===== config.mk =====
export PLATFORM = sky130hd
export DESIGN_NAME = multicycle_control_fsm
export DESIGN_NICKNAME = d
export VERILOG_FILES = /design/src/rtl/multicycle_control_fsm_pkg.sv /design/src/rtl/multicycle_control_fsm_outputs.sv /design/src/rtl/multicycle_control_fsm.sv
export SDC_FILE = /design/constraint.sdc
export NUM_CORES = 1
export LEC_CHECK = 0
export ABC_CLOCK_PERIOD_IN_PS = 2300
export CORE_ASPECT_RATIO = 0.8
export CORE_MARGIN = 2
export CORE_UTILIZATION = 35
export CTS_CLUSTER_DIAMETER = 100
export DETAILED_ROUTE_END_ITERATION = 10
export PLACE_DENSITY = 0.68
export SLEW_MARGIN = 30
export SYNTH_ARGS = -nofsm -noshare
export SYNTH_HDL_FRONTEND = slang
export SYNTH_SLANG_ARGS = --single-unit

===== constraint.sdc =====
create_clock -name clk -period 2.3 [get_ports clk]
set_input_delay 0.575 -clock clk [delete_from_list [all_inputs] [get_ports clk]]
set_output_delay 0.575 -clock clk [all_outputs]
set_load 0.01 [all_outputs]

===== src/rtl/multicycle_control_fsm_pkg.sv =====
// Shared definitions for the multi-cycle RV32I control unit.
//   - RV32I major opcode constants (IR[6:0])
//   - FSM state encoding
//   - alu_ctrl_op class codes and alu_src_b select codes
//   - packed control bundle produced by the output decoder
//   - ID-stage dispatch helper shared by next-state and output decode
package multicycle_control_fsm_pkg;

   localparam logic [6:0] OPC_LOAD   = 7'b0000011;
   localparam logic [6:0] OPC_OP_IMM = 7'b0010011;
   localparam logic [6:0] OPC_STORE  = 7'b0100011;
   localparam logic [6:0] OPC_OP     = 7'b0110011;
   localparam logic [6:0] OPC_BRANCH = 7'b1100011;
   localparam logic [6:0] OPC_JALR   = 7'b1100111;
   localparam logic [6:0] OPC_JAL    = 7'b1101111;
   localparam logic [6:0] OPC_SYSTEM = 7'b1110011;

   typedef enum logic [3:0] {
      S_IF      = 4'd0,
      S_ID      = 4'd1,
      S_EX_ALU  = 4'd2,
      S_WB_ALU  = 4'd3,
      S_EX_ADDR = 4'd4,
      S_MEM_LD  = 4'd5,
      S_WB_LD   = 4'd6,
      S_MEM_ST  = 4'd7,
      S_EX_BR   = 4'd8,
      S_BR_TGT  = 4'd9,
      S_EX_JAL  = 4'd10,
      S_EX_JALR = 4'd11,
      S_HALT    = 4'd12
   } state_t;

   typedef enum logic [1:0] {
      ALU_ADD    = 2'b00,
      ALU_BRANCH = 2'b01,
      ALU_FUNCT  = 2'b10,
      ALU_JALR   = 2'b11
   } alu_op_t;

   typedef enum logic [1:0] {
      SRC_B_REG  = 2'd0,
      SRC_B_FOUR = 2'd1,
      SRC_B_IMM  = 2'd2
   } src_b_t;

   typedef struct packed {
      logic    pc_write;
      logic    pc_source;
      logic    ir_write;
      logic    i_or_d;
      logic    mem_read;
      logic    mem_write;
      logic    mem_to_reg;
      logic    reg_write;
      logic    alu_src_a;
      src_b_t  alu_src_b;
      alu_op_t alu_ctrl_op;
      logic    halted;
   } ctrl_t;

   // Successor of ID. S_IF means "skip": PC+4 is committed in ID itself.
   function automatic state_t id_dispatch(input logic [6:0] opcode,
                                          input logic       is_halt_req);
      state_t nxt;
      case (opcode)
         OPC_OP, OPC_OP_IMM:    nxt = S_EX_ALU;
         OPC_LOAD, OPC_STORE:   nxt = S_EX_ADDR;
         OPC_BRANCH:            nxt = S_EX_BR;
         OPC_JAL:               nxt = S_EX_JAL;
         OPC_JALR:              nxt = S_EX_JALR;
         OPC_SYSTEM:            nxt = is_halt_req ? S_HALT : S_IF;
         default:               nxt = S_IF;
      endcase
      return nxt;
   endfunction

endpackage


===== src/rtl/multicycle_control_fsm_outputs.sv =====
// control_fsm_outputs: pure combinational state-to-control decoder.
// Ports:
//   state        in   current FSM state
//   opcode       in   IR[6:0] of the latched instruction
//   is_halt_req  in   ECALL qualifier (x17 == 10)
//   bcond        in   branch-condition result
//   mem_ready    in   memory completes the current access this cycle
//   ctrl         out  full datapath control bundle for this cycle
module control_fsm_outputs
   import multicycle_control_fsm_pkg::*;
(
   input  state_t      state,
   input  logic [6:0]  opcode,
   input  logic        is_halt_req,
   input  logic        bcond,
   input  logic        mem_ready,
   output ctrl_t       ctrl
);

   always_comb begin
      ctrl = '0;
      case (state)
         S_IF: begin
            ctrl.mem_read = 1'b1;
            ctrl.ir_write = mem_ready;
         end
         S_ID: begin
            // ALUOut <= PC+4; a skipped instruction commits that same sum now
            ctrl.alu_src_b   = SRC_B_FOUR;
            ctrl.alu_ctrl_op = ALU_ADD;
            ctrl.pc_write    = (id_dispatch(opcode, is_halt_req) == S_IF);
         end
         S_EX_ALU: begin
            ctrl.alu_src_a   = 1'b1;
            ctrl.alu_src_b   = (opcode == OPC_OP_IMM) ? SRC_B_IMM : SRC_B_REG;
            ctrl.alu_ctrl_op = ALU_FUNCT;
         end
         S_WB_ALU, S_WB_LD: begin
            ctrl.reg_write   = 1'b1;
            ctrl.mem_to_reg  = (state == S_WB_LD);
            ctrl.alu_src_b   = SRC_B_FOUR;
            ctrl.alu_ctrl_op = ALU_ADD;
            ctrl.pc_write    = 1'b1;
         end
         S_EX_ADDR: begin
            ctrl.alu_src_a   = 1'b1;
            ctrl.alu_src_b   = SRC_B_IMM;
            ctrl.alu_ctrl_op = ALU_ADD;
         end
         S_MEM_LD: begin
            ctrl.i_or_d   = 1'b1;
            ctrl.mem_read = 1'b1;
         end
         S_MEM_ST: begin
            ctrl.i_or_d      = 1'b1;
            ctrl.mem_write   = 1'b1;
            ctrl.alu_src_b   = SRC_B_FOUR;
            ctrl.alu_ctrl_op = ALU_ADD;
            ctrl.pc_write    = mem_ready;
         end
         S_EX_BR: begin
            // not taken: ALUOut still holds PC+4 from ID
            ctrl.alu_src_a   = 1'b1;
            ctrl.alu_src_b   = SRC_B_REG;
            ctrl.alu_ctrl_op = ALU_BRANCH;
            ctrl.pc_source   = ~bcond;
            ctrl.pc_write    = ~bcond;
         end
         S_BR_TGT: begin
            ctrl.alu_src_b   = SRC_B_IMM;
            ctrl.alu_ctrl_op = ALU_ADD;
            ctrl.pc_write    = 1'b1;
         end
         S_EX_JAL: begin
            ctrl.reg_write   = 1'b1;
            ctrl.alu_src_b   = SRC_B_IMM;
            ctrl.alu_ctrl_op = ALU_ADD;
            ctrl.pc_write    = 1'b1;
         end
         S_EX_JALR: begin
            ctrl.reg_write   = 1'b1;
            ctrl.alu_src_a   = 1'b1;
            ctrl.alu_src_b   = SRC_B_IMM;
            ctrl.alu_ctrl_op = ALU_JALR;
            ctrl.pc_write    = 1'b1;
         end
         S_HALT: begin
            ctrl.halted = 1'b1;
         end
         default: ;
      endcase
   end

endmodule


===== src/rtl/multicycle_control_fsm.sv =====
// multicycle_control_fsm: control unit for the multi-cycle RV32I datapath.
// Sequences fetch/decode/execute/memory/write-back over a shared ALU and a
// unified memory with a ready handshake.
// Ports:
//   clk, reset                  clock (rising edge), async active-high reset
//   opcode, is_halt_req, bcond  instruction / datapath status
//   mem_ready                   memory access completes this cycle
//   pc_write, pc_source         PC load enable / source select
//   ir_write, i_or_d            IR+MDR load enable / memory address select
//   mem_read, mem_write         memory requests
//   mem_to_reg, reg_write       regfile write data select / enable
//   alu_src_a, alu_src_b        ALU operand selects
//   alu_ctrl_op                 ALU class code for the ALU control decoder
//   halted                      core halted
//   state                       current state, for debug
module multicycle_control_fsm
   import multicycle_control_fsm_pkg::*;
#(
   parameter int STATE_W = 4
) (
   input  logic               clk,
   input  logic               reset,
   input  logic [6:0]         opcode,
   input  logic               is_halt_req,
   input  logic               bcond,
   input  logic               mem_ready,
   output logic               pc_write,
   output logic               pc_source,
   output logic               ir_write,
   output logic               i_or_d,
   output logic               mem_read,
   output logic               mem_write,
   output logic               mem_to_reg,
   output logic               reg_write,
   output logic               alu_src_a,
   output logic [1:0]         alu_src_b,
   output logic [1:0]         alu_ctrl_op,
   output logic               halted,
   output logic [STATE_W-1:0] state
);

   state_t cur_state;
   ctrl_t  dec_ctrl;
   ctrl_t  ctrl;

   control_fsm_outputs u_outputs (
      .state       (cur_state),
      .opcode      (opcode),
      .is_halt_req (is_halt_req),
      .bcond       (bcond),
      .mem_ready   (mem_ready),
      .ctrl        (dec_ctrl)
   );

   always_ff @(posedge clk or posedge reset) begin
      if (reset) begin
         cur_state <= S_IF;
      end else begin
         case (cur_state)
            S_IF:      if (mem_ready) cur_state <= S_ID;
            S_ID:      cur_state <= id_dispatch(opcode, is_halt_req);
            S_EX_ALU:  cur_state <= S_WB_ALU;
            S_EX_ADDR: cur_state <= (opcode == OPC_LOAD) ? S_MEM_LD : S_MEM_ST;
            S_MEM_LD:  if (mem_ready) cur_state <= S_WB_LD;
            S_MEM_ST:  if (mem_ready) cur_state <= S_IF;
            S_EX_BR:   cur_state <= bcond ? S_BR_TGT : S_IF;
            S_HALT:    cur_state <= S_HALT;
            S_WB_ALU, S_WB_LD, S_BR_TGT, S_EX_JAL, S_EX_JALR:
                       cur_state <= S_IF;
            default:   cur_state <= S_IF;
         endcase
      end
   end

   // IF decodes mem_read=1, so outputs are also gated combinationally:
   // everything is quiet for as long as reset is held, not just after it.
   assign ctrl = reset ? '0 : dec_ctrl;

   assign pc_write    = ctrl.pc_write;
   assign pc_source   = ctrl.pc_source;
   assign ir_write    = ctrl.ir_write;
   assign i_or_d      = ctrl.i_or_d;
   assign mem_read    = ctrl.mem_read;
   assign mem_write   = ctrl.mem_write;
   assign mem_to_reg  = ctrl.mem_to_reg;
   assign reg_write   = ctrl.reg_write;
   assign alu_src_a   = ctrl.alu_src_a;
   assign alu_src_b   = ctrl.alu_src_b;
   assign alu_ctrl_op = ctrl.alu_ctrl_op;
   assign halted      = ctrl.halted;
   assign state       = STATE_W'(cur_state);

endmodule


======== Yosys cells after proc, flatten, opt, wreduce, memory -nomap -nowiden ========
Cells that the tools add are included.
operators by class
  eq/ne operators ......................... 23
  multiplexer cells ....................... 22
  bitwise gates (word level) .............. 1
  reduce and logical (&&, ||, !) cells .... 13
operators by type and width
  operator              count
  $pmux W4 S8           1
  $eq A7 B7 Y1 const B  4
  $mux W4               6
  $pmux W4 S6           1
  $eq A4 B4 Y1 const B  5
  $pmux W4 S5           1
  $eq A4 B3 Y1 const B  4
  $eq A7 B6 Y1 const B  2
  $mux W14              1
  $reduce_or A4 Y1      3
  $reduce_or A2 Y1      5
  $mux W1               9
  $eq A4 B2 Y1 const B  2
  $logic_not A4 Y1      2
  $eq A7 B2 Y1 const B  1
  $eq A7 B5 Y1 const B  1
  $ne A2 B2 Y1 const B  3
  $reduce_or A5 Y1      1
  $eq A4 B1 Y1 const B  1
  $mux W2               2
  $pmux W1 S4           1
  $reduce_and A3 Y1     1
  $reduce_or A3 Y1      1
  $not A1 Y1            1
word-level totals
  register bits after elaboration ......... 4
  bits of input ports ..................... 12
  output and inout bits ................... 18
  logic and storage cells ................. 60

======== Depth between registers and ports, before layout ========
Gate-level depths: netlist of the first run.
  depth after elaboration ................. 7
  depth in mapped cells ................... 6
  gate-level depth less buffers ........... 5

======== Hierarchy ========
A second synthesis of the first run with hierarchy kept.
second synthesis, totals
  cell total of the unflattened synthesis .. 112
  area total of the unflattened synthesis .. 828.3 um2
by module, submodules not included
  module                  times used  cells each  area an instance (um2)  seq. area each (um2)
  multicycle_control_fsm  1           66          491.7                   100.1
  control_fsm_outputs     1           46          336.6                   0.0

======== Least setup slack after synthesis of the first run ========
OpenSTA, ideal clock, no wires.
  path type ............................... input-to-output
  from .................................... input opcode[5]
  to ...................................... output pc_write
  arrival ................................. 1.622 ns
  data required time ...................... 1.725 ns
  slack ................................... 0.103 ns
  stages on the path ...................... 5
  cell sequence ........................... and4_1 > nand2_1 > o22ai_1 > or4_1 > a21oi_1
on the way
  longest elaborated chain between the ends .. 7
  elaborated cells on any way between the ends .. 15
ends and longest elaborated chain
  element                               RTL line                              source
  start: declaration                    multicycle_control_fsm.sv:23          input logic [6:0] opcode,
  $eq A7 B2 Y1 (tied with other cells)  multicycle_control_fsm_pkg.sv:66      case (opcode)
  $reduce_or A2 Y1                      multicycle_control_fsm_pkg.sv:66
  $pmux W4 S6 *                         multicycle_control_fsm_pkg.sv:66
  $mux W4 *                             multicycle_control_fsm_outputs.sv:22  case (state)
  $logic_not A4 Y1 *                    multicycle_control_fsm_outputs.sv:31  ctrl.pc_write = (id_dispatch(opcode, is_halt_req) == S_IF);
  $pmux W1 S4 *                         multicycle_control_fsm_outputs.sv:22
  $mux W14 *                            multicycle_control_fsm.sv:77          assign ctrl = reset ? '0 : dec_ctrl;
  end: declaration                      multicycle_control_fsm.sv:27          output logic pc_write,
Every way passes the cells marked *; elsewhere a longest branch is shown, timed or not. The select of a mux whose other input is x is not followed.

======== Worst setup path in the final report of the first run ========
  from .................................... input opcode[6]
  to ...................................... output pc_write
Same word-level chain as after synthesis.

==> results of run 1 <==
[area by class of cell]
class,instances,area share (%)
Sequential cell,4,7.58
Inverter,5,1.80
Clock buffer,3,1.70
Tap cell,22,2.08
Multi-Input combinational cell,77,41.6
Timing Repair Buffer,73,45.3
[how the worst min path moves through the flow]
stage | startpoint | end | slack, ns | depth (start not counted)
6_report | reset | state[3] | 0.54 | 3
4_1_cts | reset | state[1] | 0.54 | 3
3_3_place_gp | state[1] | state[3] | 0.72 | 3
5_1_grt | reset | state[1] | 0.54 | 3
2_1_floorplan | reset | state[0] | 0.55 | 2
3_5_place_dp | state[1] | state[3] | 0.72 | 3
[kinds of logic (layout without fill, tap and decap cells)]
group                     count (synthesis)  after routing
and+or+nand+nor                          45             45
AOI/OAI and AO/OA                        28             28
buffers and inverters                    12             81
xor gates and xnor gates                  4              4
DFF                                       4              4
[metrics by stage]
stage | cell area [um2] | setup slack (ns) | cells | util, %
after floorplan | 629 | 0.103 | 93 | -
after global placement | 1180 | -0.874 | 172 | 71.0
after detailed placement | 1180 | -0.895 | 172 | 71.0
after CTS | 1300 | -0.219 | 182 | 78.6
after global routing | 1320 | -0.138 | 184 | 79.6
final | 1320 | -0.0945 | 184 | 79.6
[power by group through the flow]
stage / clock [mW] / sequential [mW] / combinational (mW)
2_1_floorplan: 0 / 0.133 / 0.458
3_3_place_gp: 0 / 0.123 / 0.992
3_5_place_dp: 0 / 0.125 / 1.00
4_1_cts: 0.0897 / 0.115 / 1.07
5_1_grt: 0.101 / 0.120 / 1.20
6_report: 0.0898 / 0.116 / 1.12
[cell usage after synthesis]
library cell / count / share of area, %
a21o_1: 2 / 2.4
a21oi_1: 8 / 6.4
a22oi_1: 1 / 1.2
a32o_1: 1 / 1.6
a32oi_1: 1 / 1.4
a41o_1: 1 / 1.6
and3_1: 3 / 3.0
and4_1: 1 / 1.4
buf_1: 1 / 0.60
buf_2: 2 / 1.6
buf_4: 1 / 1.2
clkbuf_1: 3 / 1.8
clkinv_1: 1 / 0.60
dfrtp_1: 4 / 16
inv_1: 4 / 2.4
nand2_1: 4 / 2.4
nand2b_1: 3 / 3.0
nand3_1: 4 / 3.2
nand4_1: 1 / 0.99
nand4bb_2: 1 / 2.6
nor2_1: 11 / 6.6
nor2_4: 1 / 1.8
nor2b_1: 5 / 5.0
nor3_1: 2 / 1.6
nor4_1: 3 / 3.0
nor4b_1: 1 / 1.4
o21a_1: 1 / 1.2
o21ai_0: 6 / 4.8
o21ai_1: 1 / 0.79
o221ai_1: 1 / 1.4
o22ai_1: 2 / 2.0
o2bb2ai_1: 1 / 1.4
o32a_1: 1 / 1.6
o32ai_1: 1 / 1.4
or2_2: 1 / 0.99
or3_1: 1 / 0.99
or4_1: 3 / 3.6
xnor2_1: 3 / 4.2
xor2_1: 1 / 1.4
[per-layer routing]
metal | routed length, um | up-vias | track usage (%) | share of wire, %
li1 | - | 488 | - | -
met1 | 1150 | 483 | 36.1 | 42
met2 | 1300 | 76 | 43.6 | 47
met3 | 251 | 8 | 3.60 | 9.1
met4 | 51 | 0 | 7.89 | 1.9
met5 | 0 | - | 0 | 0
[worst max-delay path: stages]
cell and delay, ns:
buf_6 0.10, buf_6 0.11, nand4_1 0.08, o21a_1 0.15, nor2_1 0.06, or4_4 0.48, a21oi_2 0.12, buf_2 0.13
[timing repair]
item,4_1_cts,5_1_grt
pin swaps,9,9
endpoints found under the setup margin,14,6
gates resized for setup,78,18
buffers inserted,7,2
gates cloned,0,0
endpoints found under the hold margin,0,0
==> results.json, run 1 <==
{
  "status": "finished, violations left",
  "violations": "negative setup slack",
  "io_buffers": 29,
  "synth.avg_cell_area_um2": 6.77,
  "syn2layout_area_growth_pct": 110,
  "max_freq_mhz": 418,
  "grt_util_all_layers_pct": 26.6,
  "ys_ff_latch": 4,
  "layout_worst_path_cycle_share_pct": 104,
  "fp.dieH_um": 41.9,
  "whs_ns": 0.543,
  "synth_top_family_by_area": "simple AND/OR/NAND/NOR gates",
  "routed_wl_mm": 2.75,
  "cts.sinks": 4,
  "post-route-min-period_ns": 2.39,
  "synthesis.area_um2": 629,
  "cap_violations": 0,
  "grt_pass1_wl_mm": 4.46,
  "vias_per_cell": 5.73,
  "die_area_mm2": 0.00216,
  "final_common_cell": "buf_4",
  "rsz0062_at_grt": "yes",
  "maxSlewViolCount": 0,
  "vdd_drop_max_v": 0.000618,
  "synth_nets": 105,
  "fin_total_pwr_mw": 1.32,
  "final_cell_mix": "36 x buf_4, 10 x nor2_1, 10 x buf_6",
  "fill_cells": 131,
  "largest_reg_flops": 4,
  "r2r_start": "state[0]",
  "worst_slew_pin_slew_ns": 0.258,
  "hpwl_mm": 1.98,
  "yosysUniqueCellTypes": 39,
  "start_util_pct": 37.9,
  "p_sw_share_pct": 43.9,
  "synthAdderAreaFrac_pct": 0,
  "drive_gt1_share_pct": 48.8,
  "final_nets": 176,
  "antenna_cells": 0,
  "pwr-share-clk_pct": 6.8,
  "slew_headroom_pct": 82.6,
  "multi_input_area_um2": 549,
  "crit_fanout": 4,
  "grt_max_degree": 17,
  "antenna_found_initial": 0,
  "post-route-worst-setup-slack_ns": -0.0945,
  "clk_path_buf_depth": 2,
  "hold_viol_final": 0,
  "rows": 13,
  "switching_power_mw": 0.582,
  "ff2ff_path_depth": 8,
  "cts_buffers": 3,
  "drt_pass1_iterations": 4,
  "core_mm2": 0.00166,
  "worstSetupEndpoint": "pc_write",
  "seqPwrFrac_pct": 8.8,
  "crit_path_start": "opcode[6]",
  "cts_tree": "built",
  "fin_skew_ns": 0.00888,
  "critPathRequiredTime_ns": 1.73,
  "setup.worst_path.class": "input pin to output port",
  "cts_hold_buf": 0,
  "clkTransAtPathRegs_ns": 0.04,
  "ant_nets": 0,
  "drt-initial-drc-count": 47,
  "grt_pass1_vias": 970,
  "htreeDepth": 1,
  "setup_violations": 2,
  "syn_inst": 93,
  "hold_class": "input pin to async pin",
  "ys_seq_area_share_pct": 15.9,
  "r2r-end": "state[1]",
  "r2r_slack_ns": 0.20,
  "p_int_mw": 0.742,
  "arrival_ns": 1.82,
  "cp-end-kind": "output port",
  "seq_area_um2": 100,
  "die_w_um": 51.4,
  "p_comb_share_pct": 84.4,
  "worst_setup_path_start_kind": "input pin",
  "yosys.area_share.xor_xnor_pct": 5.57,
  "drcViolationCount": 0,
  "gp_congestion": 0.905,
  "insertion_delay_ns": 0.24,
  "tns_ns": -0.123,
  "powerDensity_mw_per_mm2": 1000,
  "synthSimpleGateAreaFrac_pct": 41.4,
  "grt_overflow": 0,
  "cts_root_buf": "clkbuf_4",
  "synth_compound_area_share_pct": 29.0,
  "io_pins": 30,
  "avgRoutedWirePerCell_um": 14.9,
  "cellLeakagePower_nw": 0.629,
  "muxShareOfSynthArea_pct": 0,
  "via_count": 1055,
  "yosysWarnings": 0
}
Note: power is estimated with default switching activity, not from simulation.
==> run 2, diff against run 1 <==
Settings changed: ABC_CLOCK_PERIOD_IN_PS 2300 to 2150, PLACE_DENSITY 0.68 to 0.71.
Clock period 2.3 ns to 2.15 ns, I/O delays scaled along.
==> results.json, run 2 (synthesis gave the netlist of run 1 again) <==
{
  "status": "finished, violations left",
  "violations": "negative setup slack",
  "max_freq_mhz": 420,
  "critPathRequiredTime_ns": 1.61,
  "routed_wl_mm": 3.20,
  "clkTransAtPathRegs_ns": 0.04,
  "final_cells": 189,
  "powerDensity_mw_per_mm2": 1040,
  "fp.dieH_um": 41.9,
  "grt_overflow": 0,
  "grt_util_all_layers_pct": 30.3,
  "final_nets": 181,
  "cts_hold_buf": 0,
  "grt_pass1_wl_mm": 4.86,
  "final_cell_mix": "41 x buf_4, 10 x buf_6, 9 x nor2_1, 8 x buf_2",
  "rsz0062_at_grt": "yes",
  "cellLeakagePower_nw": 0.652,
  "hpwl_mm": 2.05,
  "antenna_cells": 0,
  "clk_path_buf_depth": 2,
  "post-route-min-period_ns": 2.38,
  "largest_reg_flops": 4,
  "slew_headroom_pct": 78.8,
  "drcViolationCount": 0,
  "hold_viol_final": 0,
  "setup_violations": 2,
  "vdd_drop_max_v": 0.000899,
  "worst_setup_path_start_kind": "input pin",
  "syn2layout_area_growth_pct": 116,
  "ff2ff_path_depth": 7,
  "start_util_pct": 37.9,
  "io_pins": 30,
  "cp-end-kind": "output port",
  "cts.sinks": 4,
  "arrival_ns": 1.84,
  "via_count": 1079,
  "drt_pass1_iterations": 4,
  "setup.worst_path.class": "input pin to output port",
  "vias_per_cell": 5.71,
  "maxSlewViolCount": 0,
  "crit_fanout": 3,
  "cap_violations": 0,
  "final_common_cell": "buf_4",
  "r2r-end": "state[1]",
  "die_area_mm2": 0.00216,
  "io_buffers": 29,
  "die_w_um": 51.4,
  "fin_skew_ns": 0.00290,
  "cp_cell_sequence": "buf_6 > buf_6 > nand4_1 > o21a_1 > nor2_1 > or4_4 > a21oi_2 > buf_2",
  "grt_max_degree": 9,
  "cts_root_buf": "clkbuf_4",
  "cpMostUsedCell": "buf_6",
  "cp_num_buf_inv": 3,
  "htreeDepth": 1,
  "core_mm2": 0.00166,
  "drive_gt1_share_pct": 52.7,
  "grt_pass1_vias": 1032,
  "drt-initial-drc-count": 67,
  "ant_nets": 0,
  "r2r_slack_ns": 0.13,
  "post-route-worst-setup-slack_ns": -0.230,
  "cts_tree": "built",
  "r2r_start": "state[0]",
  "max_stage_delay_ns": 0.49,
  "hold_class": "input pin to async pin",
  "utilization_pct": 81.9,
  "avgRoutedWirePerCell_um": 16.9,
  "insertion_delay_ns": 0.23,
  "preCtsSetupSlack_ns": -0.979,
  "gp_congestion": 0.870,
  "placed_cells": 173,
  "cts_buffers": 3,
  "rows": 13,
  "critPathSlowestCell": "or4_4",
  "layout_worst_path_cycle_share_pct": 111,
  "worst_slew_pin_slew_ns": 0.319,
  "cpLargestDelayFamily": "simple AND/OR/NAND/NOR gates",
  "antenna_found_initial": 0,
  "tns_ns": -0.370
}
-- run 2: cell types whose count changed in the layout (fill, tap and decap cells not counted), sizes merged --
cell           delta
clkbuf            +3
buf               +7
clkdlybuf4s15     -1
dlygate4sd1       +1
dlygate4sd2       -5
-- run 2: through the flow --
step	hold WS (ns)	total power, mW	instance area [um2]
global placement	0.715	1.17	1200
CTS	0.554	1.33	1330
detailed placement	0.712	1.19	1200
floorplan	0.508	0.632	629
global route	0.575	1.50	1360
finish	0.576	1.41	1360
-- run 2: per-layer routing --
metal | vias to the layer above | share of wire, % | global-route usage (%)
met4 | 0 | 1.7 | 16.8
met2 | 75 | 47 | 46.2
met5 | - | 0 | 0
li1 | 494 | - | -
met3 | 9 | 7.7 | 5.40
met1 | 501 | 43 | 40.0
-- run 2: where the power goes --
group / switching [mW] / leakage [nW] / internal, mW
Combinational: 0.581 / 0.590 / 0.606
Clock: 0.0266 / 0.0138 / 0.0621
Sequential: 0.0287 / 0.0486 / 0.107
-- run 2: worst max-delay path by stage --
stage,to,slack (ns),cells past startpoint,start
after floorplan,pc_write,0.03,5,opcode[5]
after global placement,pc_write,-0.92,7,opcode[6]
after detailed placement,pc_write,-0.98,7,opcode[4]
after CTS,alu_ctrl_op[1],-0.20,5,reset
after global routing,pc_write,-0.25,8,opcode[6]
final,pc_write,-0.23,8,opcode[6]
-- run 2: layout make-up --
type                    instances  area, um2
repair buffers                 78        629
multi-input cells              77        554
fillers                       118        300
flip-flops and latches          4        101
well taps                      22       27.5
inverters                       5       23.8
clock buffers                   3       22.5
-- run 2: worst min-delay path, stage by stage --
cell	delay, ns
dlygate4sd2_1	0.33
inv_2	0.12
buf_4	0.14
-- run 2: repair_timing --
item	4_1_cts	5_1_grt
endpoints found under the setup margin	15	11
pin swaps	11	9
endpoints found under the hold margin	0	0
resized for setup	81	30
buffers inserted	12	1
==> run 3, diff against run 2 <==
Settings changed: DONT_BUFFER_PORTS set to 1, GPL_TIMING_DRIVEN set to 0, PLACE_DENSITY 0.71 to 0.49, SYNTH_HIERARCHICAL set to 1.
==> results.json, run 3 <==
{
  "fin_total_pwr_mw": 0.308,
  "setup.worst_path.class": "flop to output port",
  "clkTransAtPathRegs_ns": 0.04,
  "synthesis.area_um2": 828,
  "drive_gt1_share_pct": 27.9,
  "cts_buffers": 3,
  "cp_cell_sequence": "buf_8 > buf_12 > nor4_4 > a21o_1 > nor2b_4",
  "die_w_um": 58.4,
  "hold_class": "input pin to async pin",
  "maxSlewViolCount": 0,
  "insertion_delay_ns": 0.24,
  "worst_slew_pin_slew_ns": 0.546,
  "hpwl_mm": 1.62,
  "yosysUniqueCellTypes": 44,
  "grt_max_degree": 11,
  "yosysWarnings": 6,
  "core_mm2": 0.00220,
  "cts_root_buf": "clkbuf_4",
  "synthTopCellsByArea": "dfrtp_1 12%, nor2b_1 12%, buf_6 6.8%",
  "htreeDepth": 1,
  "cp_num_buf_inv": 2,
  "yosys.area_share.xor_xnor_pct": 5.14,
  "arrival_ns": 1.55,
  "drcViolationCount": 0,
  "final_common_cell": "nor2b_1",
  "powerDensity_mw_per_mm2": 306,
  "fin_skew_ns": 0.00622,
  "vias_per_cell": 5.82,
  "cts.sinks": 4,
  "syn2layout_area_growth_pct": 21.6,
  "clk_path_buf_depth": 2,
  "ys_ff_latch": 4,
  "via_count": 855,
  "slew_headroom_pct": 63.6,
  "avgRoutedWirePerCell_um": 16.3,
  "postSynth.asyncResetShare_pct": 100,
  "die_area_mm2": 0.00277,
  "synth_top_area_cell": "dfrtp_1",
  "whs_ns": 0.417,
  "ff2ff_path_depth": 4,
  "fp.dieH_um": 47.5,
  "io_buffers": 0,
  "ys_seq_area_share_pct": 12.1,
  "cp_num_cells": 5,
  "synth_top_family_by_area": "simple AND/OR/NAND/NOR gates",
  "gp_congestion": 0.828,
  "synth_commonest_cells": "16 x nor2b_1, 8 x o21ai_0, 7 x nand2_1",
  "drt_pass1_iterations": 4,
  "grt_util_all_layers_pct": 17.5,
  "cts_hold_buf": 0,
  "synthFlopType": "dfrtp_1",
  "antenna_cells": 0,
  "max_stage_delay_ns": 0.47,
  "routed_wl_mm": 2.40,
  "tns_ns": 0,
  "synthSimpleGateAreaFrac_pct": 44.7,
  "cellLeakagePower_nw": 0.396,
  "status": "finished, final reports clean",
  "yosysMostFrequentCell": "nor2b_1",
  "largest_reg_flops": 4,
  "start_util_pct": 37.7,
  "io_pins": 30,
  "cpLargestDelayFamily": "flip-flops",
  "grt_overflow": 0,
  "critPathRequiredTime_ns": 1.61,
  "rsz0062_at_grt": "no",
  "synth_nets": 124,
  "worst_setup_path_start_kind": "flop",
  "grt_pass1_vias": 793,
  "multi_input_area_um2": 681,
  "synthAdderAreaFrac_pct": 0,
  "post-route-min-period_ns": 2.09,
  "cts_tree": "built",
  "antenna_found_initial": 0,
  "max_freq_mhz": 478,
  "syn_inst": 112,
  "synth.avg_cell_area_um2": 7.40,
  "critPathSlowestCell": "dfrtp_2",
  "final_cell_mix": "12 x nor2b_1, 8 x o21ai_0, 6 x inv_1, 6 x a21oi_1, 6 x nand2_1",
  "ant_nets": 0,
  "grt_pass1_wl_mm": 3.64,
  "rows": 15,
  "fill_cells": 224,
  "setup_violations": 0,
  "crit_fanout": 6,
  "final_nets": 136,
  "synth_edf_count": 0,
  "layout_worst_path_cycle_share_pct": 97.2,
  "cp-end-kind": "output port",
  "drt-initial-drc-count": 11,
  "utilization_pct": 45.9,
  "synth_compound_area_share_pct": 25.4,
  "seq_area_um2": 105,
  "hold_viol_final": 0,
  "vdd_drop_max_v": 0.000217,
  "yosysTopAreaCellShare_pct": 12.1,
  "muxShareOfSynthArea_pct": 1.21,
  "cap_violations": 0
}
run 3: timing repair:
item,in CTS,in global routing
setup buffers,1,5
endpoints found under the setup margin,7,5
pin swaps,0,2
resized for setup,8,11
cloned,0,1
run 3: cells by family (layout without fill, tap and decap cells):
family / Yosys count / after routing
AO/OA/AOI/OAI: 29 / 29
AND/OR/NAND/NOR: 59 / 59
buffers and inverters: 15 / 25
multiplexers: 1 / 1
flip-flops: 4 / 4
XOR/XNOR: 4 / 4
run 3: final cells by class:
type / instances / share of cell area (%)
Buffer: 7 / 6.83
Clock buffer: 3 / 2.24
Inverter: 8 / 3.73
Multi-Input combinational cell: 93 / 67.6
Sequential cell: 4 / 10.4
Tap cell: 25 / 3.11
Timing Repair Buffer: 7 / 6.09
run 3: report_power, final:
group | internal [mW] | switching, mW | total (mW)
sequential | 0.0795 | 0.0115 | 0.0909
combinational | 0.0587 | 0.0630 | 0.122
clock | 0.0626 | 0.0328 | 0.0954
total | 0.201 | 0.107 | 0.308
run 3: per-stage QoR:
stage | instance area [um2] | setup WS [ns] | cells
2_1_floorplan | 828 | 0.299 | 112
3_3_place_gp | 860 | 0.118 | 137
3_5_place_dp | 860 | 0.130 | 137
4_1_cts | 903 | 0.00778 | 141
5_1_grt | 1010 | 0.00220 | 147
6_report | 1010 | 0.0598 | 147
run 3: layer usage:
| layer | part of all wire [%] | up-vias | GRT usage (%) |
|---|---|---|---|
| li1 | - | 425 | - |
| met1 | 48 | 391 | 24.8 |
| met2 | 43 | 37 | 25.2 |
| met3 | 8.8 | 2 | 4.59 |
| met4 | 0.33 | 0 | 7.44 |
| met5 | 0 | - | 0 |
run 3: worst paths after layout:
kind	endpoint	from	slack [ns]
max	alu_src_b[1]	state[2]	0.06
min	state[3]	reset	0.42
min reg2reg	state[3]	state[1]	0.80
max in group asynchronous	state[2]	reset	1.55
max reg2reg	state[2]	state[1]	0.61
min in group clk	state[3]	opcode[3]	0.53
